**config.mk**
```make
export PLATFORM = sky130hd
export DESIGN_NAME = alu_arbiter
export DESIGN_NICKNAME = d
export VERILOG_FILES = /design/src/rtl/alu_arbiter.sv
export SDC_FILE = /design/constraint.sdc
export NUM_CORES = 1
export LEC_CHECK = 0
export CAP_MARGIN = 20
export CORE_AREA = 5 5 112 114
export DETAILED_ROUTE_END_ITERATION = 16
export DIE_AREA = 0 0 117 119
export DONT_BUFFER_PORTS = 1
export PLACE_DENSITY = 0.48
export SLEW_MARGIN = 15
export SYNTH_ARGS = -nofsm -noshare
export SYNTH_HDL_FRONTEND = slang
export SYNTH_SLANG_ARGS = --single-unit
export TNS_END_PERCENT = 1
```
**constraint.sdc**
```tcl
create_clock -name clk -period 1.4 [get_ports clk]
set_input_delay 0.21 -clock clk [delete_from_list [all_inputs] [get_ports clk]]
set_output_delay 0.21 -clock clk [all_outputs]
set_load 0.01 [all_outputs]
```
**src/rtl/alu_arbiter.sv**
```systemverilog
`default_nettype none
// ============================================================================
// Module      : alu_arbiter
// Description : Shares one registered ALU between the main datapath
//               (requester 0) and the branch/address unit (requester 1).
//               The arbiter grants round-robin, latches the winner's operands,
//               drives the ALU for a single issue cycle and returns the
//               result on a tagged response channel.
// Revision    : 1.0 - initial release
// ============================================================================
module alu_arbiter #(
    parameter int DW = 32,
    parameter int SW = 5,
    parameter int FW = 4
) (
    input  logic          clk,
    input  logic          rst_n,

    input  logic [1:0]    req_valid,
    output logic [1:0]    req_ready,
    input  logic [DW-1:0] req0_a,
    input  logic [DW-1:0] req1_a,
    input  logic [DW-1:0] req0_b,
    input  logic [DW-1:0] req1_b,
    input  logic [SW-1:0] req0_shamt,
    input  logic [SW-1:0] req1_shamt,
    input  logic [FW-1:0] req0_funct,
    input  logic [FW-1:0] req1_funct,

    output logic [DW-1:0] alu_a,
    output logic [DW-1:0] alu_b,
    output logic [SW-1:0] alu_shamt,
    output logic [FW-1:0] alu_funct,
    input  logic [DW-1:0] alu_res,

    output logic          resp_valid,
    input  logic          resp_ready,
    output logic          resp_id,
    output logic [DW-1:0] resp_data,
    output logic          resp_err,

    output logic          busy
);

    // State encoding: IDLE accepts, ISSUE drives the ALU, RESP presents the result.
    localparam logic [1:0] c_ST_IDLE  = 2'd0;
    localparam logic [1:0] c_ST_ISSUE = 2'd1;
    localparam logic [1:0] c_ST_RESP  = 2'd2;

    logic [1:0]    r_state;
    logic          r_last_grant;
    logic [DW-1:0] r_a;
    logic [DW-1:0] r_b;
    logic [SW-1:0] r_shamt;
    logic [FW-1:0] r_funct;
    logic          r_id;
    logic          r_err;

    logic          w_grant_id;
    logic          w_accept;
    logic [DW-1:0] w_sel_a;
    logic [DW-1:0] w_sel_b;
    logic [SW-1:0] w_sel_shamt;
    logic [FW-1:0] w_sel_funct;
    logic          w_sel_illegal;

    // Round-robin pick: a lone requester wins outright, a tie goes to the
    // requester that did not win the previous transfer.
    always_comb begin
        w_grant_id = req_valid[1];
        if (req_valid == 2'b11) begin
            w_grant_id = ~r_last_grant;
        end
    end

    assign w_accept  = (r_state == c_ST_IDLE) && (|req_valid);
    assign req_ready = w_accept ? (w_grant_id ? 2'b10 : 2'b01) : 2'b00;

    // Operand mux for the granted requester.
    always_comb begin
        w_sel_a     = req0_a;
        w_sel_b     = req0_b;
        w_sel_shamt = req0_shamt;
        w_sel_funct = req0_funct;
        if (w_grant_id) begin
            w_sel_a     = req1_a;
            w_sel_b     = req1_b;
            w_sel_shamt = req1_shamt;
            w_sel_funct = req1_funct;
        end
    end

    // funct 0 means "hold" to the ALU, so a request carrying it is illegal.
    assign w_sel_illegal = (w_sel_funct == '0);

    // Control FSM plus operand/tag latches; last_grant moves only on a transfer.
    always_ff @(posedge clk) begin
        if (!rst_n) begin
            r_state      <= c_ST_IDLE;
            r_last_grant <= 1'b1;
            r_a          <= '0;
            r_b          <= '0;
            r_shamt      <= '0;
            r_funct      <= '0;
            r_id         <= 1'b0;
            r_err        <= 1'b0;
        end else begin
            case (r_state)
                c_ST_IDLE: begin
                    if (w_accept) begin
                        r_a          <= w_sel_a;
                        r_b          <= w_sel_b;
                        r_shamt      <= w_sel_shamt;
                        r_funct      <= w_sel_funct;
                        r_id         <= w_grant_id;
                        r_last_grant <= w_grant_id;
                        r_err        <= w_sel_illegal;
                        r_state      <= w_sel_illegal ? c_ST_RESP : c_ST_ISSUE;
                    end
                end
                c_ST_ISSUE: begin
                    r_state <= c_ST_RESP;
                end
                c_ST_RESP: begin
                    if (resp_ready) begin
                        r_state <= c_ST_IDLE;
                    end
                end
                default: begin
                    r_state <= c_ST_IDLE;
                end
            endcase
        end
    end

    // The ALU only sees a live function code during ISSUE; elsewhere it holds res.
    assign alu_a     = r_a;
    assign alu_b     = r_b;
    assign alu_shamt = r_shamt;
    assign alu_funct = (r_state == c_ST_ISSUE) ? r_funct : '0;

    // Response channel is a pure decode of the registered state and latches.
    assign resp_valid = (r_state == c_ST_RESP);
    assign resp_id    = r_id;
    assign resp_err   = r_err;
    assign resp_data  = r_err ? '0 : alu_res;
    assign busy       = (r_state != c_ST_IDLE);

endmodule
`default_nettype wire

```
==> impl_metrics.csv <==
group,metric,value,unit
yosys,mappedNetlistNets,677,
job,maxCapViolations,0,
yosys,yosysSeqAreaShare,0.3968,
yosys,syn_area_per_cell,7.966,sq um
yosys,synth_compound_gate_area_share,0.2254,
placement,post_dp_cell_area,4208,sq um
drt,viasPerCell,6.477,
clock_tree,cts_buffers,9,
timing,rsz0062_at_grt,"yes",
timing,clock_skew,0.004241,ns
timing,setup-tns-final,-0.01173,ns
die,start_util,0.3476,
setup_path,cpPeakStageDelay,0.34,ns
layout,final_layout_size_suffix_gt1_frac,0.1680,
die,rows,39,
timing,max_freq,0.7084,GHz
yosys,synth_top_cell_area_share,0.3968,
layout,antenna_cells,0,
yosys,synthXorXnorAreaFrac,0,
run_status,status,"finished with violations",
clock_tree,clock_latency,0.33,ns
yosys,synth_warnings,0,
power,vdd_drop_max,0.4869,mV
placement,port_buffers,0,
die,dieArea,13920,sq um
yosys,synth_top_family_by_area,"simple AND/OR/NAND/NOR gates",
drt,first_pass_iters,7,
timing,final.period_utilization,1.008,
setup_path,critPathMaxFanout,4,
yosys,synth_commonest_cells,"dfxtp_1, nand3_1, a31oi_1, nand4_1, o21ai_1",
die,core,11320,sq um
global_routing,grt_overflow,0,
yosys,synth_area_leaders,"dfxtp_1, a31oi_1, nand4_1",
timing,worst_pin_slew,0.4426,ns
placement,gp_congestion,0.7535,
layout,fin_util,0.4206,
global_routing,grt_usage,0.2201,
yosys,synthMuxAreaShare,0.01272,
yosys,synth_adder_area_share,0,
timing,max_slew_margin,0.7045,
worst_hold_path,hold_class,"input port to register",
global_routing,grt_pass1_wl,23840,um
yosys,syn_area,3935,sq um
setup_path,cp-end-kind,"output pin",
drt,drc,0,
clock_tree,cts_sinks,78,
clock_tree,cts_tree,"built",
setup_path,cp.buffers_inverters,2,
yosys,synth_edf_count,0,
drt,avgRoutedWirePerCell,26.30,um
setup_path,setup.worst_path.class,"register to output pin",
yosys,synth_flop_cell,"dfxtp_1",
yosys,synthArstFlopShare,0,
setup_path,required,1.19,ns
yosys,synth.distinct_cells,29,
die,die_width,117,um
timing,setup_ws,-0.01173,ns
layout,finalNetCount,666,
layout,syn2layout_area_growth,21.02,%
timing,drv_slew,0,
placement,dpl.hpwl,11050,um
run_status,violations,"setup timing",
setup_path,crit_chain,"nor2_4, inv_4, buf_12, nor3_4",
yosys,yosys.area_share.simple,0.2773,
yosys,post-synth-top-area-cell,"dfxtp_1",
timing,finalHoldViolCount,0,
drt,route.vias.total,4087,
power,power.density,1435,nW/um^2
setup_path,cp_top_family,"flip-flops",
yosys,ys_ff_latch,78,
yosys,syn_inst,494,
layout,fin_area,4762,sq um
clock_tree,root_buffer,"clkbuf_16",
drt,drt_wl_total,16600,um
timing,finalSetupViolCount,1,
setup_path,start_kind,"register",
global_routing,grt_max_degree,73,
timing,period_needed,1.412,ns
power,p_leak,1.592,nW
die,pin_count,294,
yosys,yosysMostFrequentCell,"dfxtp_1",
clock_tree,path_clk_slew,0.06,ns
clock_tree,ctsHtreeMaxLevel,3,
setup_path,slowest_stage,"dfxtp_2",
clock_tree,cts_buffer_depth,2,
die,die_height,119,um
global_routing,first_global_vias,4021,
global_routing,antenna_found_initial,1,
setup_path,worstPathArrival,1.20,ns
drt,postRouteAntennaNets,0,
drt,detailedRoute.firstIterationViolations,385,
[layer usage]
metal / global-route usage / vias up / wire, um
li1: - / 1862 / -
met1: 0.2594 / 1957 / 6192
met2: 0.3745 / 244 / 8197
met3: 0.07353 / 24 / 1913
met4: 0.06810 / 0 / 294
met5: 0 / - / 0
[sequential cells by signal (all words and copies together), names as in the netlist]
signal / count
resp_id: 1
resp_err: 1
r_state: 2
r_funct: 4
alu_b: 32
alu_a: 32
r_last_grant: 1
alu_shamt: 5
[placed cells by master, fill, tap and decap left out, drive strengths merged, types with 3 or more instances in the layout]
| master | instances |
|---|---|
| a31oi | 69 |
| a21oi | 6 |
| a211oi | 5 |
| clkbuf | 12 |
| and2 | 4 |
| nor2b | 34 |
| nand4 | 69 |
| buf | 40 |
| o21ai | 72 |
| inv | 3 |
| nor2 | 3 |
| mux2i | 5 |
| nand3 | 70 |
| dfxtp | 78 |
[report_power, final]
part	total [mW]	leakage (nW)	switching (mW)	internal, mW
clock network	2.38	0.142	0.951	1.43
registers	2.75	0.644	0.280	2.47
logic	1.71	0.806	0.992	0.714
total	6.84	1.59	2.22	4.61
[stage by stage]
stage	hold WS [ns]	instances	setup WS (ns)	total power [mW]
after CTS	0.003272	629	-0.04597	6.853
after floorplan	0.2818	494	0.04819	3.776
final	0.02133	631	-0.01173	6.836
after detailed placement	0.2885	603	0.05192	4.229
after global placement	0.2967	603	0.08208	4.206
after global routing	0.008473	631	-0.08363	7.184
[worst paths after layout]
| check | from | to | slack, ns | depth (start not counted) |
|---|---|---|---|---|
| worst max register to register | r_state[0]$_SDFFE_PN0P_ | alu_a[7]$_SDFFE_PN0P_ | 0.02 | 6 |
| worst min-delay path | rst_n | r_state[0]$_SDFFE_PN0P_ | 0.02 | 1 |
| worst min register to register | r_funct[3]$_SDFFE_PN0P_ | r_funct[3]$_SDFFE_PN0P_ | 0.52 | 2 |
| worst max-delay path | r_state[0]$_SDFFE_PN0P_ | req_ready[0] | -0.01 | 4 |
[area by class of cell]
class | count | area (sq um)
multi-input cells | 347 | 2092
well taps | 143 | 178.9
clock inverters | 5 | 58.81
fillers | 1162 | 6559
clock buffers | 11 | 242.7
repair buffers | 44 | 606.8
flip-flops and latches | 78 | 1567
inverters | 3 | 16.27
[worst register-to-register path: stages, from the launching register on]
cell and delay (ns):
dfxtp_2 0.34, nor2_4 0.19, inv_4 0.06, buf_4 0.15, bufbuf_16 0.29, o21ai_1 0.15
a31oi_1 0.09
[logic make-up after synthesis]
group	after synthesis
AOI/OAI and AO/OA	154
buffers and inverters	69
DFF	78
muxes	5
and+or+nand+nor	188
[timing repair]
| item | 4_1_cts | 5_1_grt |
|---|---|---|
| hold buffers | 1 | 0 |
| endpoints found under the setup margin | 21 | 63 |
| endpoints found under the hold margin | 1 | 0 |
| pin swaps | 3 | 6 |
| resized for setup | 18 | 16 |
| buffers inserted | 7 | 1 |
| cloned | 3 | 1 |
Note: power is estimated with default switching activity, not from simulation.
